File: config.mk
export PLATFORM = sky130hd
export DESIGN_NAME = float_type_gen
export DESIGN_NICKNAME = d
export VERILOG_FILES = /design/src/rtl/float_type_gen.sv
export SDC_FILE = /design/constraint.sdc
export NUM_CORES = 1
export LEC_CHECK = 0
export CORE_ASPECT_RATIO = 0.6
export CORE_UTILIZATION = 55
export DETAILED_ROUTE_END_ITERATION = 6
export DONT_BUFFER_PORTS = 1
export PLACE_DENSITY = 0.7
export SLEW_MARGIN = 0
export SYNTH_ARGS = -nofsm -noshare
export SYNTH_HDL_FRONTEND = slang
export SYNTH_SLANG_ARGS = --single-unit
File: constraint.sdc
create_clock -name clk -period 2.7 [get_ports clk]
set_input_delay 0.405 -clock clk [delete_from_list [all_inputs] [get_ports clk]]
set_output_delay 0.405 -clock clk [all_outputs]
set_load 0.03 [all_outputs]
File: src/rtl/float_type_gen.sv
// rtl/float_type_gen.sv - LFSR-driven IEEE-754 single-precision operand stream of a requested class
module float_type_gen #(
    parameter int          CNT_W     = 8,
    parameter logic [31:0] LFSR_POLY = 32'h80200003
) (
    input  logic             clk,
    input  logic             reset,
    input  logic             start,
    input  logic [4:0]       float_type,
    input  logic             sign,
    input  logic             alt_sign,
    input  logic [CNT_W-1:0] count,
    input  logic [31:0]      seed,
    output logic [31:0]      num,
    output logic             num_valid,
    input  logic             num_ready,
    output logic             busy,
    output logic             done,
    output logic             err
);

    localparam logic [4:0] T_ZERO = 5'b00001;
    localparam logic [4:0] T_NORM = 5'b00010;
    localparam logic [4:0] T_SUB  = 5'b00100;
    localparam logic [4:0] T_INF  = 5'b01000;
    localparam logic [4:0] T_NAN  = 5'b10000;

    typedef enum logic {
        IDLE,
        RUN
    } state_t;

    state_t             state, state_n;
    logic [31:0]        lfsr, lfsr_n;
    logic [CNT_W-1:0]   remaining, remaining_n;
    logic [4:0]         type_q, type_n;
    logic               sign_q, sign_n;
    logic               alt_q, alt_n;
    logic               done_n, err_n;
    logic               handshake;
    logic [7:0]         e;
    logic [22:0]        f;

    function automatic logic is_onehot(input logic [4:0] t);
        return (t != 5'd0) && ((t & (t - 5'd1)) == 5'd0);
    endfunction

    // Right-shifting Galois step; taps fold in when the bit shifted out is 1.
    function automatic logic [31:0] galois_step(input logic [31:0] l);
        return l[0] ? ((l >> 1) ^ LFSR_POLY) : (l >> 1);
    endfunction

    assign num_valid = (state == RUN);
    assign busy      = (state == RUN);
    assign handshake = num_valid & num_ready;
    assign e         = lfsr[30:23];
    assign f         = lfsr[22:0];

    always_ff @(posedge clk or posedge reset) begin
        if (reset) begin
            state     <= IDLE;
            lfsr      <= 32'h1;
            remaining <= '0;
            type_q    <= 5'd0;
            sign_q    <= 1'b0;
            alt_q     <= 1'b0;
            done      <= 1'b0;
            err       <= 1'b0;
        end else begin
            state     <= state_n;
            lfsr      <= lfsr_n;
            remaining <= remaining_n;
            type_q    <= type_n;
            sign_q    <= sign_n;
            alt_q     <= alt_n;
            done      <= done_n;
            err       <= err_n;
        end
    end

    always_comb begin
        state_n     = state;
        lfsr_n      = lfsr;
        remaining_n = remaining;
        type_n      = type_q;
        sign_n      = sign_q;
        alt_n       = alt_q;
        done_n      = 1'b0;
        err_n       = 1'b0;
        case (state)
            IDLE: begin
                if (start) begin
                    if (!is_onehot(float_type)) begin
                        err_n = 1'b1;
                    end else if (count == '0) begin
                        done_n = 1'b1;
                    end else begin
                        state_n     = RUN;
                        type_n      = float_type;
                        sign_n      = sign;
                        alt_n       = alt_sign;
                        remaining_n = count;
                        lfsr_n      = (seed == 32'h0) ? 32'h1 : seed;
                    end
                end
            end
            RUN: begin
                if (handshake) begin
                    lfsr_n      = galois_step(lfsr);
                    remaining_n = remaining - CNT_W'(1);
                    if (alt_q) begin
                        sign_n = ~sign_q;
                    end
                    if (remaining == CNT_W'(1)) begin
                        state_n = IDLE;
                        done_n  = 1'b1;
                    end
                end
            end
            default: state_n = IDLE;
        endcase
    end

    // Field forcing keeps every operand inside the requested class.
    always_comb begin
        num = 32'h0;
        if (state == RUN) begin
            case (type_q)
                T_ZERO:  num = {sign_q, 8'h00, 23'h0};
                T_NORM:  num = {sign_q, (e == 8'h00) ? 8'h01 : (e == 8'hFF) ? 8'hFE : e, f};
                T_SUB:   num = {sign_q, 8'h00, (f == 23'h0) ? 23'h1 : f};
                T_INF:   num = {sign_q, 8'hFF, 23'h0};
                T_NAN:   num = {sign_q, 8'hFF, (f == 23'h0) ? 23'h400000 : f};
                default: num = 32'h0;
            endcase
        end
    end

endmodule

Yosys cells after proc, flatten, opt, wreduce, memory -nomap -nowiden --
Index checks and enable logic that the tools add are counted. Widths: inputs -> output; s select.
Operators by class: add/subtract/negate cells 2, equal/unequal tests 12, mux-type cells 39, bitwise logic cells 6, reductions and logical operators 10
Operators by type and width (number):
- $mux 32 | 7
- $pmux 32 s5 | 1
- $pmux 32 s2 | 1
- $mux 8 | 6
- $mux 23 | 2
- $logic_not 32->1 | 1
- $logic_not 23->1 | 1
- $mux 1 | 18
- $logic_not 8->1 | 2
- $pmux 8 s2 | 1
- $eq 8x1->1 const B | 1
- $eq 8x8->1 const B | 1
- $reduce_and 4->1 | 2
- $sub 8x1->8 const B | 1
- $ne 2x2->1 const B | 3
- $pmux 1 s2 | 3
- $and 5x5->5 | 1
- $eq 5x1->1 const B | 1
- $eq 5x2->1 const B | 1
- $eq 5x3->1 const B | 1
- $eq 5x4->1 const B | 1
- $eq 5x5->1 const B | 1
- $logic_not 5->1 | 1
- $reduce_and 5->1 | 1
- other kinds (7) | 10
Storage, ports and cells: register bits after elaboration 50, input port bits 51, output and inout bits 36, logic and storage cells 77

Logic depth before layout (Yosys ltp) --
depth after elaboration 7, gate-level depth with buffers 8

Worst setup path before layout --
No wires, ideal clock.
kind reg2out, start point register state (netlist: busy), end point output num[1], arrival 2008 ps, data required time 2295 ps, slack 287 ps, stages on the path, launching flop included 4, path buffers 1, path through dfrtp_1 -> buf_2 -> clkinv_1 -> nor4_1
Between the ends: word-level cells in the longest chain between the ends 1
RTL lines:
- start: declaration | RTL line 33 | state_t state, state_n;
- start signal: assignment | RTL line 70 | state <= state_n;
- $mux 32 | RTL line 127 | if (state == RUN) begin
- end: declaration | RTL line 14 | output logic [31:0] num,
No other way between the ends.

Worst setup path in the final report --
start point register lfsr[12], end point output num[15]
Between the ends: word-level cells in the longest chain between the ends 4
RTL lines:
- start: declaration | RTL line 34 | logic [31:0] lfsr, lfsr_n;
- start signal: assignment | RTL line 71 | lfsr <= lfsr_n;
- $logic_not 23->1 * | RTL line 131, 133
- $mux 23, on equally long branches | RTL line 133, 131
- $pmux 32 s5 * | RTL line 128 | case (type_q)
- $mux 32 * | RTL line 127
Mark *: on every way between the ends. The rest lies on a longest branch, timed or not.

==> qor.log <==
INFO  clock_tree     htree_levels=2
INFO  floorplanning  initial_standard_cell_utilization_of_the_core=0.5850
INFO  timing         timing.final.setup_violations=0
INFO  power_and_ir_drop power=4.656mW
INFO  synthesis      sequential_share_of_the_synthesized_area=0.3755
INFO  global_route   grt_max_degree=37
INFO  global_route   grt_pass1_vias=2408
INFO  routing        routed-via-count=2506
INFO  floorplanning  die_w=102.5um
INFO  routing        final_routed_drc_violation_total=0
INFO  routing        avgRoutedWirePerCell=19.13um
INFO  power_and_ir_drop power_leakage=1.708nW
INFO  floorplanning  die-height=62.33um
INFO  routing        drt-total-wl=7.881mm
INFO  floorplanning  total_die_area=6391um^2
INFO  floorplanning  io-pin-count=87
INFO  timing         rsz0062_at_grt=true
INFO  job            max-cap-violations=0
INFO  timing         number_of_hold_violations_in_the_final_report=0
INFO  clock_tree     clock_latency_of_the_later_clocked_register_in_the_worst_skew_pair=0.31ns
INFO  run_status     status=completed
INFO  clock_tree     tritoncts=yes
INFO  floorplanning  std_cell_rows=21
INFO  worst_setup_path arrival=2.26ns
INFO  global_route   global_route.usage.met1=0.4135
INFO  worst_setup_path critical_path_class=flop to primary output
INFO  worst_setup_path critPathLaunchType=flop
INFO  cells_and_area fin_nets=385
INFO  routing        number_of_drc_violations_after_detailed_routing_iteration_0=198
INFO  timing         final.setup_skew=0.01282ns
INFO  synthesis      synth_cell_type_count=56
INFO  global_route   met2_usage=0.3375
INFO  worst_setup_path category_of_the_worst_setup_path_capture_point=primary output
INFO  worst_setup_path reg2regPathDepth=6
INFO  clock_tree     cts_buffer_depth=2
INFO  synthesis      synthDominantAreaCellType=dfrtp_1
INFO  synthesis      synth_ff_type=dfrtp_1
INFO  synthesis      ys_ff_latch=50
INFO  synthesis      post_synthesis_net_count=357
INFO  power_and_ir_drop power_density=1230nW/um^2
INFO  global_route   met3_usage=0.06194
INFO  synthesis      netlist_area=3336um^2
INFO  hold_path      hold_path_class=input port to flop
INFO  timing         final_max_slew_violation_count=0
INFO  timing         finalCritPeriodShare=0.9889
INFO  cells_and_area diodes=0
INFO  global_route   groute.usage.overall=0.2565
INFO  worst_setup_path critical_path.startpoint=lfsr[12]
INFO  worst_setup_path rr_endpoint=lfsr[15]
INFO  synthesis      synth.top_cells.by_area=dfrtp_1 37%, mux2_2 12%, mux2_4 11%
INFO  routing        firstDrtPassIters=5
INFO  clock_tree     clock_pin_slew_worst_setup_and_hold_paths=0.09ns
INFO  cells_and_area multi_input_area=1978um^2
INFO  worst_setup_path r2r_start=busy
INFO  routing        antenna_left=0
INFO  synthesis      synth_enable_flop_cells=0
INFO  cells_and_area fillers=448
INFO  synthesis      yosysTopAreaCellShare=0.3676
INFO  clock_tree     clk_root_buffer_cell=clkbuf_8
INFO  global_route   globalRouteOverflowTotal=0
INFO  cells_and_area area_growth=13.47%
INFO  timing         final_period_demand_of_the_worst_path=2.670ns
INFO  synthesis      post_synth_inst_count=303
INFO  timing         timing.hold.ws=0.2188ns
INFO  timing         slew_headroom=0.5718
INFO  synthesis      syn_avg_cell_area=11.01um^2
INFO  place          portBuffers=0
INFO  worst_setup_path endpoint=num[15]
INFO  worst_setup_path r2r_setup_slack=0.73ns
INFO  timing         tightestPinTransition=0.6364ns
INFO  worst_setup_path cp.required=2.30ns
INFO  global_route   antenna_found_initial=0
INFO  cells_and_area layout.area.seq=1257um^2
INFO  place          dp_hpwl=5.760mm
INFO  cells_and_area drive_above_1_share=0.3976
INFO  floorplanning  core_area=5702um^2
INFO  worst_setup_path cp_max_fo=5
INFO  synthesis      synth_async_sr_flop_share=1.000
INFO  clock_tree     numCtsBuffers=5
INFO  timing         fmax=374.5MHz
INFO  clock_tree     number_of_sinks_on_the_clock_net=50
INFO  global_route   grt_first_pass_wirelength=12.51mm
INFO  place          routabilityCongestion=0.8256
INFO  power_and_ir_drop worst_ir_drop_vdd=764.1uV
INFO  synthesis      synthesis.yosys.warnings=0
INFO  global_route   gr-max-usage-layer=met1
INFO  routing        drt-vias-per-instance=6.083
## state kept, by name (all words and copies together), names as in the netlist
name	flops
remaining	8
alt_q	1
done	1
busy	1
err	1
lfsr	32
sign_q	1
type_q	5
## critical path, stage by stage (launching register included)
cell and delay (ns):
dfrtp_1 0.41, or4_4 0.57, nor4_4 0.39, nor3_4 0.10, buf_4 0.18, and2_1 0.16, buf_4 0.16
## report_power, final
group          switching (mW)  internal [mW]  total, mW
Clock                   0.264          0.183      0.446
Sequential              0.441           1.13       1.57
Combinational            1.28           1.36       2.64
## per-layer routing
metal / routed length [um] / vias to the layer above
met5: 0 / -
met4: 66 / 0
met3: 721 / 6
met2: 3226 / 105
met1: 3867 / 1223
li1: - / 1172
## timing repair
| item | CTS | global route |
|---|---|---|
| pin swaps | 0 | 3 |
| hold buffers | 1 | 0 |
| resized for setup | 1 | 32 |
| endpoints found under the setup margin | 3 | 22 |
| endpoints found under the hold margin | 14 | 0 |
| cloned | 0 | 3 |
| setup buffers | 0 | 3 |
## worst min path at each step
stage	startpoint	to	slack [ns]	cells past startpoint
4_1_cts	count[3]	remaining[3]	0.21	1
3_5_place_dp	reset	alt_q	0.27	1
5_1_grt	count[3]	remaining[3]	0.22	1
6_report	count[3]	remaining[3]	0.22	1
2_1_floorplan	lfsr[31]	lfsr[31]	0.48	1
3_3_place_gp	reset	alt_q	0.26	1
## cell usage in the layout, fill, tap and decap left out, types with 5 or more instances in the layout
cell type / count
mux2_4: 25
nand2_1: 12
clkbuf_8: 5
a21o_1: 9
mux2_1: 5
and2_1: 21
mux2i_1: 10
nand3_1: 8
buf_6: 7
o21ai_0: 7
nor4_1: 13
dfrtp_1: 45
buf_4: 30
nor2_1: 11
mux2_2: 35
inv_1: 8
## Yosys cell counts, types with 3 or more instances
| master | count |
|---|---|
| a21oi_1 | 5 |
| nand3_1 | 8 |
| mux2i_1 | 10 |
| nor2_1 | 12 |
| dfrtp_1 | 49 |
| nand2_1 | 12 |
| a211o_1 | 4 |
| and2_1 | 23 |
| a22oi_1 | 4 |
| nor3b_1 | 3 |
| xor2_1 | 3 |
| o21ai_0 | 7 |
| nand4_1 | 4 |
| mux2_4 | 25 |
| ha_1 | 3 |
| nor4_1 | 13 |
| inv_1 | 11 |
| a21o_1 | 10 |
| nor3_1 | 6 |
| mux2_2 | 35 |
| clkbuf_1 | 7 |
| mux2_1 | 5 |
## cell type report
class,instances,share of cell area
sequential,50,0.3322
inverter,12,0.01190
timing repair buffer,38,0.08298
tap,80,0.02645
clock inverter,3,0.005620
clock buffer,5,0.01818
multi-input combinational,224,0.5226
## through the flow
stage / std cells / instance area [um^2] / setup TNS [ns] / setup slack [ns] / util
after floorplan: 303 / 3336 / 0 / 0.2872 / -
after global placement: 397 / 3548 / 0 / 0.3612 / 0.6223
after detailed placement: 397 / 3548 / 0 / 0.3088 / 0.6223
after CTS: 406 / 3657 / 0 / 0.003459 / 0.6414
after global routing: 412 / 3785 / -0.2890 / -0.02957 / 0.6638
final: 412 / 3785 / 0 / 0.03003 / 0.6638
## cell families after synthesis
kind of cell / Yosys count / share of synthesized area
flip-flops: 50 / 0.3755
buffers and inverters: 29 / 0.05026
adder cells (fa/ha/maj): 3 / 0.01125
AND/OR/NAND/NOR: 97 / 0.1740
XOR/XNOR: 5 / 0.01313
AO/OA/AOI/OAI: 44 / 0.09828
multiplexers: 75 / 0.2776
Power figures use the tool's default switching activity.
